--- config.mk ---
export PLATFORM = sky130hd
export DESIGN_NAME = lisa_debug_uart
export DESIGN_NICKNAME = d
export VERILOG_FILES = /design/src/rtl/lisa_debug_uart.sv
export SDC_FILE = /design/constraint.sdc
export NUM_CORES = 1
export LEC_CHECK = 0
export ABC_AREA = 1
export CAP_MARGIN = 15
export CORE_MARGIN = 2
export CORE_UTILIZATION = 45
export CTS_BUF_LIST = sky130_fd_sc_hd__clkbuf_16
export CTS_CLUSTER_SIZE = 16
export DETAILED_ROUTE_END_ITERATION = 10
export PLACE_DENSITY = 0.65
export SYNTH_ARGS = -nofsm -noshare
export SYNTH_HDL_FRONTEND = slang
export SYNTH_SLANG_ARGS = --single-unit
--- constraint.sdc ---
create_clock -name clk -period 6.27 [get_ports clk]
set_clock_uncertainty 0.15 [all_clocks]
set_input_delay 0.627 -clock clk [delete_from_list [all_inputs] [get_ports clk]]
set_output_delay 0.627 -clock clk [all_outputs]
set_load 0.05 [all_outputs]
--- src/rtl/lisa_debug_uart.sv ---
// Debug serial port for the LISA core: programmable baud tick generator,
// 8N1 transmitter with one-byte holding buffer and 8N1 receiver with data register.
module lisa_debug_uart (
  input  logic       clk,
  input  logic       rst,
  input  logic       baud_set,
  input  logic [6:0] baud_div,
  input  logic       cfg_wr,
  input  logic [7:0] cfg_d,
  output logic       baud_ref,
  input  logic       tx_wr,
  input  logic [7:0] tx_d,
  output logic       tx_buf_empty,
  output logic       txd,
  input  logic       rxd,
  input  logic       rx_rd,
  output logic [7:0] rx_d,
  output logic       rx_avail
);

  typedef enum logic {TX_IDLE, TX_BUSY} tx_state_t;
  typedef enum logic [1:0] {RX_IDLE, RX_START, RX_DATA, RX_STOP} rx_state_t;

  logic [6:0] div_reg, div_act, baud_cnt, baud_cnt_nxt;
  logic       unused_cfg;

  tx_state_t  tx_state, tx_state_nxt;
  logic       buf_full, buf_full_nxt;
  logic [3:0] tx_tc, tx_tc_nxt, tx_bit, tx_bit_nxt;
  logic       txd_nxt, tx_load, tx_shift;
  logic [7:0] tx_buf, tx_sh;

  rx_state_t  rx_state, rx_state_nxt;
  logic       rx_s1, rx_s2, rx_armed, rx_armed_nxt;
  logic [3:0] rx_tc, rx_tc_nxt;
  logic [2:0] rx_bit, rx_bit_nxt;
  logic       rx_shift, rx_done;
  logic [7:0] rx_sh;

  assign unused_cfg   = cfg_d[7];
  assign div_act      = baud_set ? baud_div : div_reg;
  // Tick is registered from the reload condition so N=0 ticks every clock.
  assign baud_cnt_nxt = (baud_cnt == 7'd0) ? div_act : baud_cnt - 7'd1;

  always_ff @(posedge clk or posedge rst) begin
    if (rst) begin
      div_reg  <= '0;
      baud_cnt <= '0;
      baud_ref <= 1'b0;
    end else begin
      if (cfg_wr) div_reg <= cfg_d[6:0];
      baud_cnt <= baud_cnt_nxt;
      baud_ref <= (baud_cnt_nxt == 7'd0);
    end
  end

  assign tx_buf_empty = ~buf_full;

  always_comb begin
    tx_state_nxt = tx_state;
    tx_tc_nxt    = tx_tc;
    tx_bit_nxt   = tx_bit;
    txd_nxt      = txd;
    buf_full_nxt = buf_full;
    tx_load      = 1'b0;
    tx_shift     = 1'b0;
    if (tx_wr && !buf_full) buf_full_nxt = 1'b1;
    if (baud_ref) begin
      if (tx_state == TX_BUSY && !(tx_tc == 4'd15 && tx_bit == 4'd9)) begin
        tx_tc_nxt = tx_tc + 4'd1;
        if (tx_tc == 4'd15) begin
          tx_bit_nxt = tx_bit + 4'd1;
          if (tx_bit < 4'd8) begin
            txd_nxt  = tx_sh[0];
            tx_shift = 1'b1;
          end else begin
            txd_nxt = 1'b1;
          end
        end
      end else if (buf_full) begin
        // Also taken on the closing tick of a stop bit: frames run back to back.
        tx_load      = 1'b1;
        tx_state_nxt = TX_BUSY;
        tx_tc_nxt    = '0;
        tx_bit_nxt   = '0;
        txd_nxt      = 1'b0;
        buf_full_nxt = 1'b0;
      end else begin
        tx_state_nxt = TX_IDLE;
        txd_nxt      = 1'b1;
      end
    end
  end

  always_ff @(posedge clk or posedge rst) begin
    if (rst) begin
      tx_state <= TX_IDLE;
      buf_full <= 1'b0;
      tx_tc    <= '0;
      tx_bit   <= '0;
      txd      <= 1'b1;
    end else begin
      tx_state <= tx_state_nxt;
      buf_full <= buf_full_nxt;
      tx_tc    <= tx_tc_nxt;
      tx_bit   <= tx_bit_nxt;
      txd      <= txd_nxt;
    end
  end

  always_ff @(posedge clk) begin
    if (tx_wr && !buf_full) tx_buf <= tx_d;
    if (tx_load)       tx_sh <= tx_buf;
    else if (tx_shift) tx_sh <= {1'b0, tx_sh[7:1]};
  end

  // A start is only accepted once a high level has been sampled in idle.
  always_comb begin
    rx_state_nxt = rx_state;
    rx_tc_nxt    = rx_tc;
    rx_bit_nxt   = rx_bit;
    rx_armed_nxt = rx_armed;
    rx_shift     = 1'b0;
    rx_done      = 1'b0;
    if (baud_ref) begin
      case (rx_state)
        RX_IDLE: begin
          if (rx_s2) begin
            rx_armed_nxt = 1'b1;
          end else if (rx_armed) begin
            rx_state_nxt = RX_START;
            rx_tc_nxt    = '0;
          end
        end
        RX_START: begin
          rx_tc_nxt = rx_tc + 4'd1;
          if (rx_tc == 4'd7) begin
            rx_tc_nxt    = '0;
            rx_bit_nxt   = '0;
            rx_state_nxt = rx_s2 ? RX_IDLE : RX_DATA;
          end
        end
        RX_DATA: begin
          rx_tc_nxt = rx_tc + 4'd1;
          if (rx_tc == 4'd15) begin
            rx_shift   = 1'b1;
            rx_bit_nxt = rx_bit + 3'd1;
            if (rx_bit == 3'd7) rx_state_nxt = RX_STOP;
          end
        end
        RX_STOP: begin
          rx_tc_nxt = rx_tc + 4'd1;
          if (rx_tc == 4'd15) begin
            rx_done      = rx_s2;
            rx_armed_nxt = 1'b0;
            rx_state_nxt = RX_IDLE;
          end
        end
        default: rx_state_nxt = RX_IDLE;
      endcase
    end
  end

  always_ff @(posedge clk or posedge rst) begin
    if (rst) begin
      rx_s1    <= 1'b1;
      rx_s2    <= 1'b1;
      rx_state <= RX_IDLE;
      rx_armed <= 1'b0;
      rx_tc    <= '0;
      rx_bit   <= '0;
      rx_d     <= 8'h00;
      rx_avail <= 1'b0;
    end else begin
      rx_s1    <= rxd;
      rx_s2    <= rx_s1;
      rx_state <= rx_state_nxt;
      rx_armed <= rx_armed_nxt;
      rx_tc    <= rx_tc_nxt;
      rx_bit   <= rx_bit_nxt;
      if (rx_done) begin
        rx_d     <= rx_sh;
        rx_avail <= 1'b1;
      end else if (rx_rd) begin
        rx_avail <= 1'b0;
      end
    end
  end

  always_ff @(posedge clk) begin
    if (rx_shift) rx_sh <= {rx_s2, rx_sh[7:1]};
  end

endmodule

# [Word level (Yosys, flattened, before mapping)]
# Cells that the tools add are included.
[totals] rom_bits=0 reg_bits=71 latch_bits=0 out_inout_bits=12 ram_bits=0 memories=0 elab_cells=114 input_bits=30
[op_classes] n_bitwise=2 n_shift=0 add_sub_neg=5 n_mul=0 n_reduce_logical=22 n_div=0 n_eq_ne=16 magnitude_cmp=1 n_mux=49
[ops] operator="4-bit 2-to-1 mux" n=7
[ops] operator="1-bit 2-to-1 mux" n=25
[ops] operator="8-bit 2-to-1 mux" n=2
[ops] operator="2-bit != test (second input constant)" n=8
[ops] operator="7-bit logical NOT" n=2
[ops] operator="2-bit 2-to-1 mux" n=7
[ops] operator="7-bit 2-to-1 mux" n=2
[ops] operator="4-bit by 1-bit adder with 4-bit output (second input constant)" n=3
[ops] operator="4-bit equality test (second input constant)" n=3
[ops] operator="4-bit case mux with 3 select lines" n=1
[ops] operator="2-bit nonzero test" n=5
[ops] operator="2-bit case mux with 4 select lines" n=1
[ops] operator="4-bit AND reduction" n=2
[ops] operator="7-bit AND reduction" n=1
[ops] operator="7-bit by 1-bit subtractor with 7-bit output (second input constant)" n=1
[ops] operator="3-bit 2-to-1 mux" n=2
[ops] operator="3-bit case mux with 2 select lines" n=1
[ops] operator="2-bit AND reduction" n=3
[ops] operator="3-bit AND reduction" n=2
[ops] operator="2-bit equality test (second input constant)" n=2
[ops] operator="4-bit by 3-bit equality test with 1-bit output (second input constant)" n=1
[ops] operator="4-bit < comparator (second input constant)" n=1
[ops] operator="3-bit by 1-bit adder with 3-bit output (second input constant)" n=1
[ops] operator="3-bit equality test (second input constant)" n=1
[ops] operator="7 further kinds" n=11

# [Longest topological paths before layout]
[depth] ltp_word=8 mapped_depth=11 depth_no_buf=11

# [Least setup slack after synthesis]
# OpenSTA, ideal clock, no wires.
[synth_timing] path_kind="flip-flop to flip-flop" startpoint="reg tx_tc[0]" endpoint="reg tx_sh[0] (enable)" required_time_ns=5.742 n_path_buf=1 setup_time_ns=0.378 path_stages_with_launch=10 arrival_time_ns=1.718 synth_period_minus_slack_ns=2.245 path_slack_ns=4.025 path_cell_list="dfrtp_1 ha_1 nand3_1 nand2_1 nand2_2 buf_6 nor2_4 nor2_4 nand2_2 a31oi_1"
[synth_via] elab_chain_cells=7 word_cells_on_any_way=10 cone_classes="eq/ne (1); mux (5); reduce/logical (4)"
[synth_lines] element="start, declared" line_no="29" source="logic [3:0] tx_tc, tx_tc_nxt, tx_bit, tx_bit_nxt;"
[synth_lines] element="start signal, assigned" line_no="105" source="tx_tc <= tx_tc_nxt;"
[synth_lines] element="4-bit equality test (*)" line_no="69, 71"
[synth_lines] element="1-bit logical AND" line_no="69" source="if (tx_state == TX_BUSY && !(tx_tc == 4'd15 && tx_bit == 4'd9)) begin"
[synth_lines] element="1-bit logical NOT" line_no="69"
[synth_lines] element="1-bit logical AND" line_no="69"
[synth_lines] element="1-bit 2-to-1 mux" line_no="69"
[synth_lines] element="1-bit 2-to-1 mux" line_no="68" source="if (baud_ref) begin"
[synth_lines] element="2-bit nonzero test (no line) (*)"
[synth_lines] element="end signal, assigned" line_no="113" source="if (tx_load) tx_sh <= tx_buf;"
[synth_lines] element="end signal, assigned" line_no="114" source="else if (tx_shift) tx_sh <= {1'b0, tx_sh[7:1]};"
[synth_lines] element="end, declared" line_no="31" source="logic [7:0] tx_buf, tx_sh;"
# Every way passes the cells marked *; elsewhere a longest branch is shown, timed or not.
# A chain may end at the register's enable or synchronous reset.

# [Worst setup path after layout]
[layout_timing] startpoint="reg baud_ref" endpoint="out baud_ref"
[layout_lines] element="start, declared" line_no="10" source="output logic baud_ref,"
[layout_lines] element="start signal, assigned" line_no="53" source="baud_ref <= (baud_cnt_nxt == 7'd0);"
# No word-level cell between the ends.

==> Flow_metrics.wiki <==
{| class="wikitable"
! Metric !! Value
|-
| Switching part of the total power || 20.6%
|-
| Clock slew at the register clock pins of the worst setup and hold paths || 60 ps
|-
| Portion of the post-synthesis area used by sequential elements || around 58%
|-
| Max-capacitance violation count || 0
|-
| Core Util, Final || 56.6%
|-
| Global-route usage over all layers || roughly 15%
|-
| Detailed-router iteration count before antenna repair || 4
|-
| Worst Path Max Fanout || 10
|-
| Antenna violations before repair || 0
|-
| Placement Rows || 31
|-
| Internal power summed over all cells || 0.812 mW
|-
| Layout cells sized above 1 || 11.9%
|-
| Sequential fraction of design power || around 48%
|-
| Worst Slack Setup Final || about 3600 ps
|-
| Remaining routing DRC violations || 0
|-
| Cts repair resizes || 0
|-
| Static Leak || around 1.8 nW
|-
| Number of CTS-inserted buffers || 9
|-
| CTS sink cnt || 71
|-
| Number of distinct library cells after synthesis || 38
|-
| Endpoint kind of the worst setup timing path || output pin
|-
| Cell type group with the largest total delay on the critical path || buffers and inverters
|-
| Number of buffers added for setup after CTS || 0
|-
| Power per cell area || 252 nW/um^2
|-
| Routed via count divided by cell count || 4.81
|-
| Final hold violations || 0
|-
| Final period util || 42.9%
|-
| Die outline area || ~8000 sq um
|-
| Crit path time final || 2690 ps
|-
| R2R setup slack || 3620 ps
|-
| Post-Synthesis Net Count || 358
|-
| Clk buf depth || 2
|-
| Max-slew violation total from the final report || 0
|-
| Cell area after synthesis || 3280 sq um
|-
| R2R cell count || 8
|-
| Area of the placeable core || 7180 sq um
|-
| Clock tree from TritonCTS || yes
|-
| Top cells by area in the synthesized netlist || sky130_fd_sc_hd__dfrtp_1, sky130_fd_sc_hd__edfxtp_1, sky130_fd_sc_hd__nand2_1
|-
| Worst hold start || rx_s1
|-
| Outcome || completed
|-
| Post-route cell area || 4060 sq um
|-
| Vias post-DR || 2260
|-
| Width of the chip || 89.4 um
|-
| Die H || 89.4 um
|-
| Slowest CP cell || sky130_fd_sc_hd__clkdlybuf4s50_1
|-
| Startpoint of the most critical register-to-register path || tx_tc[0]
|-
| GP Congestion || roughly 0.84
|-
| H-tree depth || 3
|-
| First-pass GRT wire length || 9.45 mm
|-
| Max_slew headroom || 34.7%
|-
| Endpoint of the lowest-slack register-to-register path || tx_sh[5]
|-
| Worst Setup Slack post-DPL || approximately 3600 ps
|-
| Clock latency of the later-clocked register in the worst-skew pair || between 300 and 400 ps
|-
| Unrepaired setup endpoints after global routing || no
|-
| Post-Route Hold Slack || 207 ps
|-
| Number of antenna diodes || 0
|-
| Mean cell area of the mapped netlist || 10.3 sq um
|-
| Required arrival time at the worst endpoint || 5490 ps
|-
| Drt initial violations || between 90 and 100
|-
| Number of nets with antenna violations after detailed routing || 0
|-
| Min-delay worst type || flip-flop to flip-flop
|-
| Post-DP Area || 3770 sq um
|-
| Buffers and inverters on the worst path || 1
|-
| Setup Viol. Count Final || 0
|-
| Clock tree root buffer cell || sky130_fd_sc_hd__clkbuf_16
|-
| Maximum number of pins on one net before global-route repair || 48
|-
| End of the worst hold path || rx_s2
|-
| Switching power || 0.211 mW
|-
| Flop and latch count out of synthesis || slightly above 70
|-
| Yosys warning count || 0
|-
| Number of top-level pins || 42
|-
| Area grow syn2layout || 23.7%
|-
| Count of port buffers added during placement || 40
|-
| Fraction of power consumed by combinational cells || 3.4%
|-
| Cells after synthesis || 320
|-
| Number of cells on the worst hold path || 0
|-
| Count of hold buffers inserted by post-cts repair || 0
|-
| Top cell type's share of synthesized area || between 30% and 40%
|-
| Max Fclk || 372 MHz
|-
| Clock share of power || 49.0%
|-
| Starting utilization of the core area || 45.8%
|-
| Category of the worst setup path launch point || flip-flop
|-
| DP Wirelength || 3.87 mm
|-
| Setup CP Type || flip-flop to output pin
|-
| Maximum cell stage delay along the critical path || 920 ps
|-
| Leftover overflow at the end of global routing || 0
|-
| Slew at the pin closest to its max-slew limit || 978 ps
|-
| Post-Route WL || 5.59 mm
|-
| Final cell count without fillers || 470
|-
| Cell taking the most area after synthesis || sky130_fd_sc_hd__dfrtp_1
|-
| Final-layout setup total negative slack || 0 ps
|-
| Data arrival at the endpoint of the critical path || between 1500 and 2000 ps
|-
| Number of placed instances, taps included || between 400 and 500
|-
| Vias in the first global route || 2128
|-
| Total design power || 1.02 mW
|-
| Critical path cell sequence || clkdlybuf4s50_1
|-
| Final #Nets || 404
|-
| Average routed wire per standard cell || about 12 um
|-
| Worst IR drop on VDD || 152 uV
|}
==> power groups by stage <==
stage | Combinational (mW) | Sequential (mW) | Clock (mW)
floorplan | 0.0140 | 0.494 | 0
global placement | 0.0351 | 0.495 | 0
detailed placement | 0.0356 | 0.495 | 0
CTS | 0.0357 | 0.487 | 0.512
global route | 0.0389 | 0.487 | 0.534
finish | 0.0346 | 0.486 | 0.502
==> synth_stat cells (all sizes together) <==
cell type / instances
edfxtp: 24
a22oi: 1
inv: 36
nand2: 82
dfstp: 3
nand3: 26
a31oi: 3
o21ai: 30
nand3b: 3
xnor2: 1
buf: 3
nand4: 3
xor2: 6
mux2i: 1
clkbuf: 2
mux2: 10
o22ai: 2
nor2: 26
or2: 1
a21oi: 5
dfrtp: 44
ha: 8
==> worst max-delay path by stage <==
stage	start	to	slack, ps	cells past startpoint
after floorplan	tx_tc[0]	tx_sh[0]	4020	9
after global placement	tx_tc[0]	tx_sh[7]	3670	8
after detailed placement	tx_tc[0]	tx_sh[5]	3580	8
after CTS	baud_ref	baud_ref	3560	1
after global routing	tx_tc[0]	tx_sh[1]	3370	8
final	baud_ref	baud_ref	3580	1
==> routing by layer <==
| layer | vias up | GRT usage (%) | part of all wire, % |
|---|---|---|---|
| li1 | 1151 | - | - |
| met1 | 1060 | 19.8 | 48 |
| met2 | 42 | 25.2 | 47 |
| met3 | 7 | 3.32 | 3.5 |
| met4 | 0 | 5.29 | 1.1 |
| met5 | - | 0 | 0 |
==> cell type report <==
type,count,area (sq um)
fill,630,3110
sequential,71,1900
multi-input combinational,208,1200
timing repair buffer,40,400
clock buffer,9,225
inverter,36,143
tap,99,124
clock inverter,7,71.3
==> logic make-up after synthesis <==
logic type	count (synthesis)	share of synthesized area (%)
adders and majority gates	8	3.05
AOI/OAI and AO/OA	41	7.09
DFF	71	57.9
buffers and inverters	41	5.60
xor gates and xnor gates	7	1.87
muxes	11	3.73
and+or+nand+nor	141	20.8
==> cells in the final DEF, fill, tap and decap left out, types with 5 or more instances in the layout <==
| master | instances |
|---|---|
| sky130_fd_sc_hd__nand2_1 | 77 |
| sky130_fd_sc_hd__dfrtp_1 | 44 |
| sky130_fd_sc_hd__clkdlybuf4s50_1 | 40 |
| sky130_fd_sc_hd__inv_1 | 31 |
| sky130_fd_sc_hd__nand3_1 | 24 |
| sky130_fd_sc_hd__edfxtp_1 | 24 |
| sky130_fd_sc_hd__nor2_1 | 19 |
| sky130_fd_sc_hd__o21ai_0 | 18 |
| sky130_fd_sc_hd__o21ai_1 | 10 |
| sky130_fd_sc_hd__clkbuf_16 | 9 |
| sky130_fd_sc_hd__mux2_1 | 8 |
| sky130_fd_sc_hd__ha_1 | 8 |
| sky130_fd_sc_hd__xor2_1 | 6 |
| sky130_fd_sc_hd__nor2_4 | 5 |
No activity file was read; power rests on OpenSTA's default activity.
